**src/rtl/multicycle_ctrl.sv**
```systemverilog
// Multi-cycle control path: FETCH/DECODE/EXECUTE/MEM/WB against req/ack memories, sticky HALT on fault.
// Latency (zero-wait): nop 3, ALU 4, store 4, load 5 cycles; requests hold until ack or timeout.
module multicycle_ctrl #(
  parameter int unsigned           DATA_WIDTH  = 32,
  parameter logic [DATA_WIDTH-1:0] RESET_PC    = '0,
  parameter int unsigned           ILEN_BYTES  = 4,
  parameter int unsigned           MEM_TIMEOUT = 16
) (
  input  logic                  clk,
  input  logic                  rst_n,
  output logic                  imem_req,
  output logic [DATA_WIDTH-1:0] imem_addr,
  input  logic [DATA_WIDTH-1:0] imem_rdata,
  input  logic                  imem_ack,
  output logic [DATA_WIDTH-1:0] instr,
  input  logic                  dec_reg_write,
  input  logic                  dec_mem_read,
  input  logic                  dec_mem_write,
  input  logic                  dec_use_imm,
  input  logic [DATA_WIDTH-1:0] imm,
  input  logic [DATA_WIDTH-1:0] rs1_data,
  input  logic [DATA_WIDTH-1:0] rs2_data,
  output logic [DATA_WIDTH-1:0] alu_a,
  output logic [DATA_WIDTH-1:0] alu_b,
  input  logic [DATA_WIDTH-1:0] alu_result,
  output logic                  dmem_req,
  output logic                  dmem_we,
  output logic [DATA_WIDTH-1:0] dmem_addr,
  output logic [DATA_WIDTH-1:0] dmem_wdata,
  input  logic [DATA_WIDTH-1:0] dmem_rdata,
  input  logic                  dmem_ack,
  output logic                  rd_we,
  output logic [DATA_WIDTH-1:0] rd_wdata,
  output logic [DATA_WIDTH-1:0] pc,
  output logic [2:0]            state,
  output logic                  retire,
  output logic                  fault
);

  localparam int unsigned           WCW    = (MEM_TIMEOUT > 1) ? $clog2(MEM_TIMEOUT + 1) : 1;
  localparam logic [WCW-1:0]        TMO    = WCW'(MEM_TIMEOUT);
  localparam logic [DATA_WIDTH-1:0] PC_INC = DATA_WIDTH'(ILEN_BYTES);

  typedef enum logic [2:0] {
    S_FETCH  = 3'd0,
    S_DECODE = 3'd1,
    S_EXEC   = 3'd2,
    S_MEM    = 3'd3,
    S_WB     = 3'd4,
    S_HALT   = 3'd7
  } state_e;

  state_e                state_q, state_d;
  logic [DATA_WIDTH-1:0] pc_q, pc_d;
  logic [DATA_WIDTH-1:0] instr_q, instr_d;
  logic [DATA_WIDTH-1:0] a_q, a_d;
  logic [DATA_WIDTH-1:0] b_q, b_d;
  logic [DATA_WIDTH-1:0] imm_q, imm_d;
  logic [DATA_WIDTH-1:0] aluout_q, aluout_d;
  logic [DATA_WIDTH-1:0] mdr_q, mdr_d;
  logic [WCW-1:0]        wait_q, wait_d;
  logic                  fault_q, fault_d;
  logic [WCW-1:0]        wait_inc;
  logic                  timeout_hit;
  logic                  illegal;
  logic                  retire_c;

  assign wait_inc    = wait_q + WCW'(1);
  // The cycle that would make the wait count reach the limit is the last one allowed.
  assign timeout_hit = (MEM_TIMEOUT != 0) && (wait_inc == TMO);

  always_comb begin
    state_d  = state_q;
    pc_d     = pc_q;
    instr_d  = instr_q;
    a_d      = a_q;
    b_d      = b_q;
    imm_d    = imm_q;
    aluout_d = aluout_q;
    mdr_d    = mdr_q;
    wait_d   = wait_q;
    fault_d  = fault_q;
    retire_c = 1'b0;
    illegal  = (dec_mem_read && dec_mem_write) || (dec_mem_write && dec_reg_write);

    case (state_q)
      S_FETCH: begin
        if (imem_ack) begin
          instr_d = imem_rdata;
          state_d = S_DECODE;
        end else if (timeout_hit) begin
          fault_d = 1'b1;
          state_d = S_HALT;
        end else begin
          wait_d = wait_inc;
        end
      end
      S_DECODE: begin
        a_d     = rs1_data;
        b_d     = rs2_data;
        imm_d   = imm;
        state_d = S_EXEC;
      end
      S_EXEC: begin
        aluout_d = alu_result;
        if (illegal) begin
          fault_d = 1'b1;
          state_d = S_HALT;
        end else if (dec_mem_read || dec_mem_write) begin
          wait_d  = '0;
          state_d = S_MEM;
        end else if (dec_reg_write) begin
          state_d = S_WB;
        end else begin
          retire_c = 1'b1;
          pc_d     = pc_q + PC_INC;
          wait_d   = '0;
          state_d  = S_FETCH;
        end
      end
      S_MEM: begin
        if (dmem_ack) begin
          if (dec_mem_write) begin
            retire_c = 1'b1;
            pc_d     = pc_q + PC_INC;
            wait_d   = '0;
            state_d  = S_FETCH;
          end else begin
            mdr_d   = dmem_rdata;
            state_d = S_WB;
          end
        end else if (timeout_hit) begin
          fault_d = 1'b1;
          state_d = S_HALT;
        end else begin
          wait_d = wait_inc;
        end
      end
      S_WB: begin
        retire_c = 1'b1;
        pc_d     = pc_q + PC_INC;
        wait_d   = '0;
        state_d  = S_FETCH;
      end
      S_HALT: begin
      end
      default: begin
        fault_d = 1'b1;
        state_d = S_HALT;
      end
    endcase
  end

  always_ff @(posedge clk or negedge rst_n) begin
    if (!rst_n) begin
      state_q  <= S_FETCH;
      pc_q     <= RESET_PC;
      instr_q  <= '0;
      a_q      <= '0;
      b_q      <= '0;
      imm_q    <= '0;
      aluout_q <= '0;
      mdr_q    <= '0;
      wait_q   <= '0;
      fault_q  <= 1'b0;
    end else begin
      state_q  <= state_d;
      pc_q     <= pc_d;
      instr_q  <= instr_d;
      a_q      <= a_d;
      b_q      <= b_d;
      imm_q    <= imm_d;
      aluout_q <= aluout_d;
      mdr_q    <= mdr_d;
      wait_q   <= wait_d;
      fault_q  <= fault_d;
    end
  end

  // Reset parks the FSM in FETCH, so only the fetch request needs masking by rst_n.
  assign imem_req   = rst_n && (state_q == S_FETCH);
  assign imem_addr  = pc_q;
  assign instr      = instr_q;
  assign alu_a      = a_q;
  assign alu_b      = dec_use_imm ? imm_q : b_q;
  assign dmem_req   = (state_q == S_MEM);
  assign dmem_we    = dmem_req && dec_mem_write;
  assign dmem_addr  = aluout_q;
  assign dmem_wdata = b_q;
  assign rd_we      = (state_q == S_WB);
  assign rd_wdata   = dec_mem_read ? mdr_q : aluout_q;
  assign pc         = pc_q;
  assign state      = state_q;
  assign retire     = retire_c;
  assign fault      = fault_q;

endmodule
```
**config.mk**
```make
export PLATFORM = sky130hd
export DESIGN_NAME = multicycle_ctrl
export DESIGN_NICKNAME = d
export VERILOG_FILES = /design/src/rtl/multicycle_ctrl.sv
export SDC_FILE = /design/constraint.sdc
export NUM_CORES = 1
export LEC_CHECK = 0
export ABC_AREA = 1
export CELL_PAD_IN_SITES_DETAIL_PLACEMENT = 1
export CELL_PAD_IN_SITES_GLOBAL_PLACEMENT = 1
export CORE_UTILIZATION = 31
export CTS_BUF_LIST = sky130_fd_sc_hd__clkbuf_4
export DETAILED_ROUTE_END_ITERATION = 6
export PLACE_DENSITY_LB_ADDON = 0.1
export SLEW_MARGIN = 20
export SYNTH_ARGS = -nofsm -noshare
export SYNTH_HDL_FRONTEND = slang
export SYNTH_SLANG_ARGS = --single-unit
```
**constraint.sdc**
```tcl
create_clock -name clk -period 1.9 [get_ports clk]
set_input_delay 0.38 -clock clk [delete_from_list [all_inputs] [get_ports clk]]
set_output_delay 0.38 -clock clk [all_outputs]
set_load 0.005 [all_outputs]
```
==> results.md, run 1 <==
- Post-Syn Area per Cell: approximately 8.4 sq um
- Fmax: 474 MHz
- IO Pins: roughly 470
- Worst Path Max Fanout: 4
- Vias per cell: 4.55
- Clock tree sinks: between 200 and 250
- Worst-Margin Slew: slightly below 800 ps
- All-Layer GR Usage: about a quarter
- Synth top area cells: dfrtp_1 54%, nand2_1 20%, mux2_2 6.3%
- DR WL/cell: roughly 18 um
- Cell Pwr Density: 608 nW/um^2
- Max stage delay on crit path: about 450 ps
- Routed via count: 10700
- Die X-Extent: ~190 um
- Clock Skew: slightly above 50 ps
- DRC: 0
- Drt first pass iters: 4
- Final worst path period share: 111%
- Final nets: 2069
- Fin crit period: 2110 ps
- GPL Wtd Cong: 0.808
- CP Capture Type: output pin
- Growth of design area from synthesis to finish: 59.7%
- Clk Latency, worst-skew pair: ~700 ps
- Dpl hpwl: approximately 30000 um
- Cells along the critical path: inv_2, nand2_4, nor2_4, nand3_2, nand3_4, buf_6
- Failing checks: negative setup slack
- Worst slack at placement: -532 ps
- Data arrival, critical path: about 1700 ps
- Antenna-violating nets left: 0
- RSZ-0062 raised after global routing: true
- Clock-pin slew of the registers on the worst-case setup and hold paths: 70 ps
- Final setup fails: 5
- Die H: ~190 um
- Critical path launch point type: register
- Number of global-route vias before repair: 11700
- Slowest library cell on the worst path: dfrtp_2
- IO Port Bufs: 460
- Outcome: finished with violations
- Htree depth: 3
- Clk buf depth: 3
- Synth top area share: a little over half
- First-pass GRT wire length: approximately 66000 um
- CTS root buf: clkbuf_4
- Setup ws final: -209 ps
- Critical Path RT: approximately 1500 ps
- Worst rel slew slack: between 40% and 50%
- Drt total wl: 41400 um
- Post-synthesis cell type with the largest combined area: dfrtp_1
- Pin count of the biggest net entering global routing: 139
- Worst hold path class: primary input to register
- P_leak: roughly 8.6 nW
- Total of max-cap violations: 0
- Area of the die: roughly 35000 sq um
- Fin. Hold Viols: 0
- Multi-input gate area: about 4200 sq um
- CP delay by family, top: flip-flops
- FF+latch area: around 5800 sq um
- Ys Warns: 0
- Initial antenna violation count: 11
- TritonCTS clock tree: built
- TritonCTS buffer count: between 60 and 70
- Peak VDD IR: about 0.35 mV
- DR iter-0 viols: 347
- Slew Limit Fails: 0
- Synth unique cells: 29
- Buf+Inv Stages, Crit Path: 2
- Post-synthesis sequential area ratio: approximately 54%
- Placed inst area: about 16000 sq um
- Fillers: about 4000
- Initial core utilization: a little under a third
- Cells after synthesis: ~1300
- Crit Path Class: register to output pin
- Layout cell share with drive strength beyond 1: a little over a fifth
- Placement Rows: 67
- Global route overflow: 0
- Cell area after layout: about 17000 sq um
- Post-Route Utilization: around half
- Cell Area, Synth: ~11000 sq um
- Synth Register Bits: approximately 230
- Core Footprint: around 34000 sq um
==> cells in the mapped netlist <==
library cell  number
a211oi_1           1
a21oi_1           34
a31oi_1            1
buf_1              3
buf_2             17
buf_4             37
buf_6              6
clkbuf_1          23
conb_1             1
dfrtp_1          231
ha_1               2
inv_1             66
inv_2              3
mux2_1             4
mux2_2            60
nand2_1          572
nand2_2            1
nand3_1           28
nand3_2            3
nand3b_1           6
nand4_1            5
nor2_1            97
nor2_2             1
nor2_4             2
nor3_1             4
o21ai_0           46
o21ai_1            2
xnor2_1           12
xor2_1             4
==> logic make-up after synthesis <==
family                   count (synthesis)  synth area share [%]
other                                    1                0.0351
buffers and inverters                  155                  7.36
flip-flops                             231                  54.1
AO/OA/AOI/OAI                           84                  3.97
adder cells (fa/ha/maj)                  2                 0.234
XOR/XNOR                                16                  1.31
AND/OR/NAND/NOR                        719                  26.3
multiplexers                            64                  6.74
==> through the flow <==
stage | setup TNS [ps] | hold WS (ps) | cells | total power, mW
after floorplan | 0 | 84.4 | 1275 | 5.38
after global placement | -24810 | 452 | 2151 | 6.31
after detailed placement | -27860 | 458 | 2151 | 6.33
after CTS | -1510 | 154 | 2331 | 10.6
after global routing | -1740 | 169 | 2356 | 10.9
final | -631 | 228 | 2356 | 10.4
==> final timing paths <==
check / cells after the start / slack, ps / to / from
min reg2reg: 2 / 470 / fault$_DFFE_PN0P_ / fault$_DFFE_PN0P_
min in group asynchronous: 3 / 460 / imem_addr[2]$_DFFE_PN0P_ / rst_n
max: 6 / -210 / retire / state[2]$_DFFE_PN0N_
max reg2reg: 10 / 30 / wait_q[1]$_DFFE_PN0P_ / state[2]$_DFFE_PN0N_
min: 3 / 230 / mdr_q[4]$_DFFE_PN0P_ / dmem_rdata[4]
max in group asynchronous: 3 / 770 / alu_a[10]$_DFFE_PN0P_ / rst_n
==> flip-flops by register name, indices dropped and copies added (netlist names) <==
register	count
alu_a	32
dmem_addr	32
dmem_wdata	32
fault	1
imem_addr	30
imm_q	32
instr	32
mdr_q	32
state	3
wait_q	5
==> cells in the final DEF (no fill, tap or decap), types with 5 or more instances in the layout <==
master,count
clkdlybuf4s15_2,5
nand3b_1,6
buf_12,8
buf_2,23
buf_4,131
o21ai_1,17
clkbuf_4,89
clkdlybuf4s15_1,40
nand2_2,6
nor2_1,88
buf_6,19
xnor2_1,12
dlygate4sd2_1,170
dfrtp_1,210
inv_1,63
clkinv_1,9
nor2_2,8
nand2_1,563
o21ai_0,28
a21oi_1,34
dfrtp_2,21
nand3_1,26
inv_2,8
diode_2,10
nand4_1,5
clkbuf_2,15
mux2_2,60
clkdlybuf4s50_1,196
==> layer usage <==
layer | wire length (um) | global-route usage, % | vias to the layer above
li1 | - | - | 5134
met1 | 16700 | 27.6 | 5171
met2 | 20700 | 41.2 | 350
met3 | 3140 | 7.77 | 64
met4 | 858 | 8.41 | 2
met5 | 16 | 0 | -
==> worst register-to-register path: stages, from the launching register on <==
cell	delay, ps
dfrtp_2	450
inv_2	100
nand2_4	60
nor2_4	120
buf_4	400
nand2_1	190
nand3_1	130
nor2_1	80
nand2_1	90
nand2_1	60
nor2_1	90
==> report_power, final <==
group / internal, mW / total (mW) / switching, mW
combinational: 0.636 / 1.06 / 0.423
sequential: 5.02 / 5.07 / 0.0499
clock: 2.13 / 4.26 / 2.13
total: 7.79 / 10.4 / 2.60
==> final cells by class <==
| type | count | share of cell area (%) |
|---|---|---|
| clock buffer | 89 | 3.91 |
| tap | 448 | 3.28 |
| inverter | 69 | 1.52 |
| clock inverter | 11 | 0.242 |
| multi-input combinational | 889 | 24.8 |
| sequential | 231 | 34.0 |
| antenna | 10 | 0.146 |
| timing repair buffer | 609 | 32.1 |
==> what timing repair did <==
action                     in CTS  in global routing
resized for setup             451                 72
setup buffers                  79                 19
setup endpoints to repair     262                 71
pin swaps                      18                 12
hold endpoints to repair      231                  0
cloned                          0                  0
hold buffers                    1                  0
Power figures use the tool's default switching activity.
==> run 2, diff against run 1 <==
--- a/config.mk
+++ b/config.mk
@@ -12,6 +12,7 @@
 export CTS_BUF_LIST = sky130_fd_sc_hd__clkbuf_4
 export DETAILED_ROUTE_END_ITERATION = 6
 export PLACE_DENSITY_LB_ADDON = 0.1
+export SETUP_SLACK_MARGIN = 0.4
 export SLEW_MARGIN = 20
 export SYNTH_ARGS = -nofsm -noshare
 export SYNTH_HDL_FRONTEND = slang
==> run 2 against run 1 <==
  * The run still ends with negative setup slack left
  * Clock skew down 4.1 ps
  * Utilization up 8.4 points
  * Cell count up 8.1%
  * Sequential share of layout area down 4.8 points
  * Cell area up 17%
  * Power up 10%
  * Via count up 12%
  * Setup slack worse by 92 ps
  * Critical path depth unchanged
  * Worst hold slack worse by 6.2 ps
  * Sequential power about the same
  * Clock-buffer cell count up 16
  * Largest power group is now the clock network
==> results.md, run 2 (synthesized netlist as in run 1, its figures left out) <==
- Cell area after layout: approximately 20000 sq um
- Crit path top cell by count: buf_6
- Initial core utilization: roughly a third
- First-pass GRT wire length: around 75000 um
- DRC: 0
- IO Pins: roughly 470
- Worst Path Max Fanout: 4
- RSZ-0062 raised after global routing: true
- Worst rel slew slack: between 60% and 70%
- DR iter-0 viols: 463
- Crit Path Class: register to output pin
- Fmax: 454 MHz
- Clock tree sinks: ~230
- Outcome: finished with violations
- Die H: around 190 um
- Htree depth: 3
- Final worst path period share: 116%
- Peak VDD IR: about 0.45 mV
- Global route overflow: 0
- DR WL/cell: 20.2 um
- Die X-Extent: around 190 um
- Multi-input gate area: between 5000 and 6000 sq um
- Failing checks: negative setup slack
- CTS root buf: clkbuf_4
- Buf+Inv Stages, Crit Path: 3
- Most frequent cells in the layout: 454 x nand2_1, 204 x dfrtp_1, 196 x clkdlybuf4s50_1, 182 x buf_2, 178 x buf_6
- Layout cell share with drive strength beyond 1: between 40 and 50%
- Slowest library cell on the worst path: dfrtp_2
- Vias per cell: ~4.7
- Core Footprint: about 34000 sq um
- Critical path launch point type: register
- CP Capture Type: output pin
- Routed via count: about 12000
- Clock Skew: 46.8 ps
- All-Layer GR Usage: between 20% and 30%
- Antenna-violating nets left: 0
- GPL Wtd Cong: around 0.80
- Final nets: roughly 2200
- TritonCTS clock tree: built
- Commonest non-fill, non-tap cell in the layout: nand2_1
- Clock-pin slew of the registers on the worst-case setup and hold paths: roughly 60 ps
- Pin count of the biggest net entering global routing: 91
- TritonCTS buffer count: 69
- Clk buf depth: 3
- Placement Rows: 67
- Total of max-cap violations: 0
- Critical Path RT: 1520 ps
- Worst hold path class: primary input to register
- Fillers: ~4000
- Worst slack at placement: -472 ps
- Area of the die: between 30000 and 40000 sq um
- P_leak: between 10 and 15 nW
- Setup ws final: -300 ps
- Total power: roughly 11 mW
- Initial antenna violation count: 12
- Clk Latency, worst-skew pair: 710 ps
- Drt first pass iters: 4
- Slew Limit Fails: 0
- FF-to-FF setup slack: -270 ps
- Number of global-route vias before repair: 13000
- Max stage delay on crit path: 430 ps
- Placed inst area: approximately 16000 sq um
- Final setup fails: 44
- Data arrival, critical path: 1820 ps
- Drt total wl: 51400 um
- Fin crit period: ~2200 ps
- CP delay by family, top: flip-flops
- Fin. Hold Viols: 0
- FF+latch area: 5810 sq um
- IO Port Bufs: between 400 and 500
- Cells along the critical path: buf_6, buf_6, nor2_4, nand3_2, nand3_4, buf_6
- Worst-Margin Slew: 512 ps
- Cell Pwr Density: 574 nW/um^2
- Growth of design area from synthesis to finish: 86.3%
- Dpl hpwl: ~30000 um
[run 2: metal layers]
| metal | routed length, um | vias to the layer above | global-route usage (%) |
|---|---|---|---|
| met3 | 3670 | 139 | 8.40 |
| li1 | - | 5515 | - |
| met4 | 2320 | 2 | 13.7 |
| met1 | 19100 | 5866 | 30.3 |
| met5 | 13 | - | 0 |
| met2 | 26300 | 459 | 47.7 |
[run 2: report_power, final]
part	leakage, nW	switching, mW	internal, mW
clock	0.537	2.35	2.78
sequential	2.75	0.0587	5.02
combinational	6.76	0.509	0.715
total	10.0	2.92	8.51
[run 2: path summary, 6_finish.rpt]
kind                                      startpoint                         to  cells past startpoint
worst min register to register  instr[2]$_DFFE_PN0P_       instr[2]$_DFFE_PN0P_                      2
worst min-delay path                  dmem_rdata[25]      mdr_q[25]$_DFFE_PN0P_                      3
worst max-delay path            state[0]$_DFFE_PN0N_                     retire                      6
min in group asynchronous                      rst_n  imem_addr[13]$_DFFE_PN0P_                      3
max in group asynchronous                      rst_n      imm_q[25]$_DFFE_PN0P_                      4
worst max register to register  state[1]$_DFFE_PN0N_  dmem_addr[20]$_DFFE_PN0P_                     16
[run 2: tightest hold or removal path, cell delays in order]
cell,delay (ps)
clkdlybuf4s50_1,390
nand2_1,60
nand2_1,40
[run 2: layout make-up]
class                           instances  area share (%)
Multi-Input combinational cell        890            25.5
Clock inverter                         15           0.546
Tap cell                              448            2.81
Antenna cell                           13           0.163
Inverter                               69            1.54
Clock buffer                          105            3.96
Timing Repair Buffer                  775            36.3
Sequential cell                       231            29.2
[run 2: what timing repair did]
action / CTS / global route
endpoints found under the hold margin: 69 / 0
setup buffers: 188 / 54
gates resized for setup: 1368 / 234
pin swaps: 87 / 50
gates cloned: 15 / 4
endpoints found under the setup margin: 418 / 492
hold buffers: 1 / 0
[run 2: stage by stage]
stage	setup TNS [ps]	hold WS (ps)	std cells	util, %
5_1_grt	-13670	172	2546	59.1
4_1_cts	-2870	165	2475	55.5
2_1_floorplan	0	84.4	1275	-
6_report	-8020	221	2546	59.1
3_5_place_dp	-24660	411	2151	47.2
3_3_place_gp	-25520	415	2151	47.2
==> patch 1: new RTL, config.mk and constraints of run 2 <==
Put one more register stage on the output `fault`, without a reset. The value now appears one clock later. The other outputs are not delayed to match. Comments in the files are not updated.
--- a/src/rtl/multicycle_ctrl.sv
+++ b/src/rtl/multicycle_ctrl.sv
@@ -193,5 +193,7 @@
   assign state      = state_q;
   assign retire     = retire_c;
-  assign fault      = fault_q;
+  always_ff @(posedge clk) begin
+    fault <= fault_q;
+  end
 
 endmodule
Function: changed (Yosys sat finds a counterexample within 4 cycles, from zero or initial values and one cycle with rst_n low).
==> patch 1 against run 2 <==
Routed wire length is 7.3% lower. Worst hold slack worse by 0.010 ns. Area after synthesis is 0.19% higher. Final area is 5.6% lower. Clock skew is 0.023 ns higher. Largest cell class unchanged. Sequential cell count is 1 higher. Power is 6.8% lower. Worst setup slack better by 0.095 ns. The run still ends with setup timing left.
==> patch 1: results (changes against run 2) <==
[hold_path]
hold_start = imem_rdata[13]
min_path_type = in2reg
worstHoldPathCells = 3  ; unchanged
whs_endpoint = instr[13]

[synthesis]
synth_area_leaders = dfrtp_1 54%, nand2_1 20%, mux2_2 6.3%
yosys_warnings = 0  ; unchanged
synth_commonest_cells = 572 x nand2_1, 231 x dfrtp_1, 97 x nor2_1
synth-main-ff-cell = dfrtp_1
seq_area_frac_synth_pct = 54.1  ; +0.086 points
syn-mean-instance-area_um2 = 8.42  ; +0.11%
synthDistinctLibCells = 30  ; +3.4%
ys_async_sr_fraction_pct = 99.6  ; -0.43 points
synth_edf_count = 0  ; unchanged

[routing]
initialDrtViolationCount = 395  ; -15%
viasPerCell = 4.67  ; -0.71%
drt_wl_total_um = 47600  ; -7.3%
first_pass_iters = 4  ; unchanged

[layout]
layout-drive-gt1-share_pct = 44.1  ; -4.4 points
nets = 2191  ; -2.1%
stdcell_count = 2482  ; -2.5%
fillers = 3958  ; +0.38%

[placement]
dp_hpwl_um = 29900  ; -0.69%
place.gp.congestion = 0.830  ; +4.1%
io_buffers = 460  ; unchanged

[power_and_ir_drop]
ir_worst_vdd_mv = 0.465  ; +3.7%
power_leakage_nw = 9.54  ; -5.1%

[outcome]
violations = setup timing
status = complete, but fails checks

[global_routing]
track_usage_pct = 24.8  ; -2.6 points
antenna_found_initial = 7  ; -5
grt_pass1_wl_um = 67900  ; -9.0%
grt_max_degree = 152  ; +67%
grt_pass1_vias = 12100  ; -7.0%

[cts]
root_buffer = clkbuf_4
cts-htree-levels = 3  ; unchanged
cts_buffer_depth = 3  ; unchanged
clk_latency_ns = 0.73  ; +0.02 ns
cts_inserted_buffers = 67  ; -2.9%
clk_pin_slew_ns = 0.06  ; about the same

[setup_path]
rr_endpoint = imem_addr[28]
reg2reg_slack_ns = 0.12  ; +0.39 ns
reg2regPathDepth = 12  ; -4
cp_max_fo = 4  ; unchanged
timing.rr.start = imem_addr[11]

[timing]
relSlewSlack_pct = 41.5  ; -24 points
worst_slack_ns = -0.205  ; +0.0954 ns
skew_ns = 0.0695  ; +0.0227 ns
final-setup-viol-count = 9  ; -80%

-- patch 1: changes by cell type after synthesis --
cell     change
dfxtp_1      +1
-- patch 1: worst max path at each step --
stage,start,to
after global placement,dec_mem_read,rd_wdata[14]
after global routing,state[0],dmem_we
after CTS,state[1],retire
after floorplan,state[2],retire
final,state[0],retire
after detailed placement,dec_mem_read,rd_wdata[30]
-- patch 1: stage by stage --
stage	worst slack, ns	TNS [ns]	hold WS, ns	area (µm²)
floorplan	0.422	0	0.0844	10700
global route	-0.322	-2.89	0.155	18800
detailed placement	-0.459	-22.64	0.373	15900
global placement	-0.392	-20.09	0.363	15900
finish	-0.205	-0.868	0.211	18800
CTS	-0.266	-1.89	0.144	17300
-- patch 1: kinds of logic after synthesis --
group	Yosys count	share of synthesized area (%)
AND/OR/NAND/NOR	719	26.3
adder cells (fa/ha/maj)	2	0.234
other	1	0.0350
multiplexers	64	6.73
flip-flops	232	54.1
buffers and inverters	155	7.35
AO/OA/AOI/OAI	84	3.96
XOR/XNOR	16	1.31
-- patch 1: critical path, cell delays in order, from the launching register on --
cell     delay (ns)
dfrtp_1        0.42
buf_4          0.18
nor2_4         0.13
nand3_2        0.10
nand3_4        0.12
buf_6          0.11
-- patch 1: final cells by class --
cell class / count / area [µm²] / area share [%]
Timing Repair Buffer: 730 / 6510 / 34.6
Sequential cell: 232 / 5830 / 31.0
Multi-Input combinational cell: 889 / 4870 / 25.9
Clock buffer: 89 / 668 / 3.55
Tap cell: 448 / 561 / 2.98
Inverter: 69 / 284 / 1.51
Clock inverter: 19 / 76.3 / 0.406
Antenna cell: 6 / 15.0 / 0.0798
-- patch 1: where the power goes --
part	internal (mW)	total, mW	switching [mW]	leakage (nW)
logic	0.689	1.16	0.466	6.32
clock network	2.17	4.40	2.23	0.457
registers	5.04	5.10	0.0605	2.76
total	7.90	10.7	2.76	9.54
-- patch 1: timing repair --
action                                  in CTS  in global routing
pin swaps                                   50                 59
setup buffers                              145                 65
gates resized for setup                   1222                316
endpoints found under the setup margin     414                440
gates cloned                                 0                  4
hold buffers                                 1                  0
endpoints found under the hold margin      231                  0
-- patch 1: per-layer routing --
| layer | routed length (µm) | global-route usage [%] | vias to the layer above |
|---|---|---|---|
| li1 | - | - | 5391 |
| met1 | 17800 | 27.9 | 5623 |
| met2 | 24300 | 43.4 | 455 |
| met3 | 3450 | 7.95 | 126 |
| met4 | 2020 | 9.97 | 2 |
| met5 | 13 | 0 | - |
==> patch 2: new RTL, flow settings as in run 2 <==
Made on the original files. `MEM_TIMEOUT`: 16 -> 8.
--- a/src/rtl/multicycle_ctrl.sv
+++ b/src/rtl/multicycle_ctrl.sv
@@ -5,5 +5,5 @@
   parameter logic [DATA_WIDTH-1:0] RESET_PC    = '0,
   parameter int unsigned           ILEN_BYTES  = 4,
-  parameter int unsigned           MEM_TIMEOUT = 16
+  parameter int unsigned           MEM_TIMEOUT = 8
 ) (
   input  logic                  clk,
Behaviour: same outputs for any inputs over 4 cycles, from zero or initial values and one cycle with rst_n low; that may be too few to reach the edited logic, so the function may still have changed.
==> patch 2 against run 2 <==
The run still ends with setup timing left. Utilization is 3.2 points lower. Area after synthesis is 1.0% lower. Final area is 5.8% lower. Power is 7.5% lower. Largest power group is now registers. First-iteration DRC count is 28% higher. Sequential cell count is 1 lower. Worst setup slack better by 0.029 ns. Routed wire length is 4.4% lower.
==> patch 2: results (changes against run 2) <==
[outcome]
violations = setup timing
status = complete, but fails checks

[placement]
place.gp.congestion = 0.832  ; +4.3%
io_buffers = 460  ; unchanged
dp_hpwl_um = 29500  ; -2.1%
dp_cells = 2257  ; +4.9%
pre_cts_ws_ns = -0.353  ; +0.119 ns

[timing]
worst_slack_ns = -0.271  ; +0.0291 ns
relSlewSlack_pct = 50.0  ; -16 points
skew_ns = 0.0323  ; -0.0145 ns
final-setup-viol-count = 7  ; -84%

[global_routing]
antenna_found_initial = 8  ; -4
track_usage_pct = 25.6  ; -1.8 points
grt_pass1_wl_um = 69900  ; -6.3%
grt_max_degree = 131  ; +44%
grt_pass1_vias = 12700  ; -2.3%

[routing]
initialDrtViolationCount = 592  ; +28%
first_pass_iters = 4  ; unchanged
drt_wl_total_um = 49100  ; -4.4%
vias = 12100  ; +1.2%

[setup_path]
crit_path_top_delay_cell = dfrtp_2
crit_family = flip-flops
max_stage_delay_ns = 0.46  ; +0.03 ns
cp_max_fo = 4  ; unchanged

[synthesis]
synthDistinctLibCells = 25  ; -14%
yosys_warnings = 0  ; unchanged
seq_area_frac_synth_pct = 54.4  ; +0.33 points
netlist_instances = 1391  ; +9.4%
synth_commonest_cells = 791 x nand2_1, 230 x dfrtp_1, 78 x o21ai_0
synth-main-ff-cell = dfrtp_1
ys_async_sr_fraction_pct = 100  ; unchanged
synth_area_leaders = dfrtp_1 54%, nand2_1 28%, o21ai_0 3.7%

[power_and_ir_drop]
power_leakage_nw = 9.31  ; -7.3%
ir_worst_vdd_mv = 0.401  ; -11%

[layout]
stdcell_count = 2594  ; +1.9%
fillers = 4074  ; +3.3%
layout-drive-gt1-share_pct = 37.7  ; -11 points

[cts]
clk_latency_ns = 0.72
root_buffer = clkbuf_4
clk_pin_slew_ns = 0.07
cts_buffer_depth = 3  ; unchanged
cts-htree-levels = 3  ; unchanged
cts_inserted_buffers = 70  ; +1.4%

[hold_path]
min_path_type = in2reg

-- patch 2: cell type report --
| class | count | area (µm²) | share of cell area (%) |
|---|---|---|---|
| multi-input cells | 1003 | 4600 | 24.5 |
| repair buffers | 718 | 6660 | 35.5 |
| flip-flops and latches | 230 | 5790 | 30.9 |
| clock inverters | 19 | 101 | 0.540 |
| diodes | 7 | 17.5 | 0.0934 |
| inverters | 70 | 290 | 1.55 |
| well taps | 448 | 561 | 2.99 |
| clock buffers | 99 | 743 | 3.96 |
-- patch 2: metal layers --
layer	up-vias	GRT usage (%)	routed length [µm]
met2	419	45.3	25700
met3	143	9.20	3350
met4	4	13.2	2190
met5	-	0	27
met1	5919	26.7	17800
li1	5640	-	-
-- patch 2: final timing paths --
check                               start           end  slack (ns)  cells past startpoint
min                        imem_rdata[28]     instr[28]        0.19                      3
max in group asynchronous           rst_n  imem_addr[8]        0.83                      3
min in group asynchronous           rst_n     wait_q[1]        0.40                      3
max                              state[1]        retire       -0.27                      6
min reg2reg                     alu_a[21]     alu_a[21]        0.47                      2
max reg2reg                      state[0]     wait_q[0]        0.06                     13
-- patch 2: kinds of logic (layout without fill, tap and decap cells) --
| logic type | Yosys count | count (layout) | synth area share [%] |
|---|---|---|---|
| AO/OA/AOI/OAI | 81 | 81 | 3.85 |
| XOR/XNOR | 16 | 16 | 1.32 |
| adder cells (fa/ha/maj) | 2 | 2 | 0.236 |
| buffers and inverters | 161 | 906 | 7.28 |
| flip-flops | 230 | 230 | 54.4 |
| other | 1 | 11 | 0.0354 |
| AND/OR/NAND/NOR | 900 | 900 | 32.9 |
-- patch 2: metrics by stage --
| stage | instance area, µm² | setup TNS [ns] |
|---|---|---|
| after global routing | 18800 | -4.04 |
| after global placement | 15800 | -11.26 |
| after CTS | 17500 | -2.64 |
| final | 18800 | -1.34 |
| after floorplan | 10600 | 0 |
| after detailed placement | 15800 | -12.99 |
-- patch 2: worst register-to-register path, cell delays in order, from the launching register on --
cell and delay, ns:
dfrtp_2 0.45, buf_6 0.14, nor2_4 0.16, buf_4 0.13
buf_4 0.09, buf_4 0.12, inv_2 0.06, nand2_2 0.07
nand2_2 0.07, nor2_4 0.12, buf_4 0.13, nand3_1 0.09
nand2_1 0.08, nor2_1 0.04
-- patch 2: where the power goes --
| group | internal, mW | switching (mW) |
|---|---|---|
| logic | 0.488 | 0.329 |
| clock network | 2.52 | 2.34 |
| registers | 4.90 | 0 |
-- patch 2: repair_timing --
item | CTS | global route
cloned | 2 | 12
hold buffers | 1 | 0
resized for setup | 1295 | 223
endpoints found under the hold margin | 230 | 0
setup buffers | 141 | 56
setup endpoints to repair | 389 | 462
pin swaps | 68 | 37
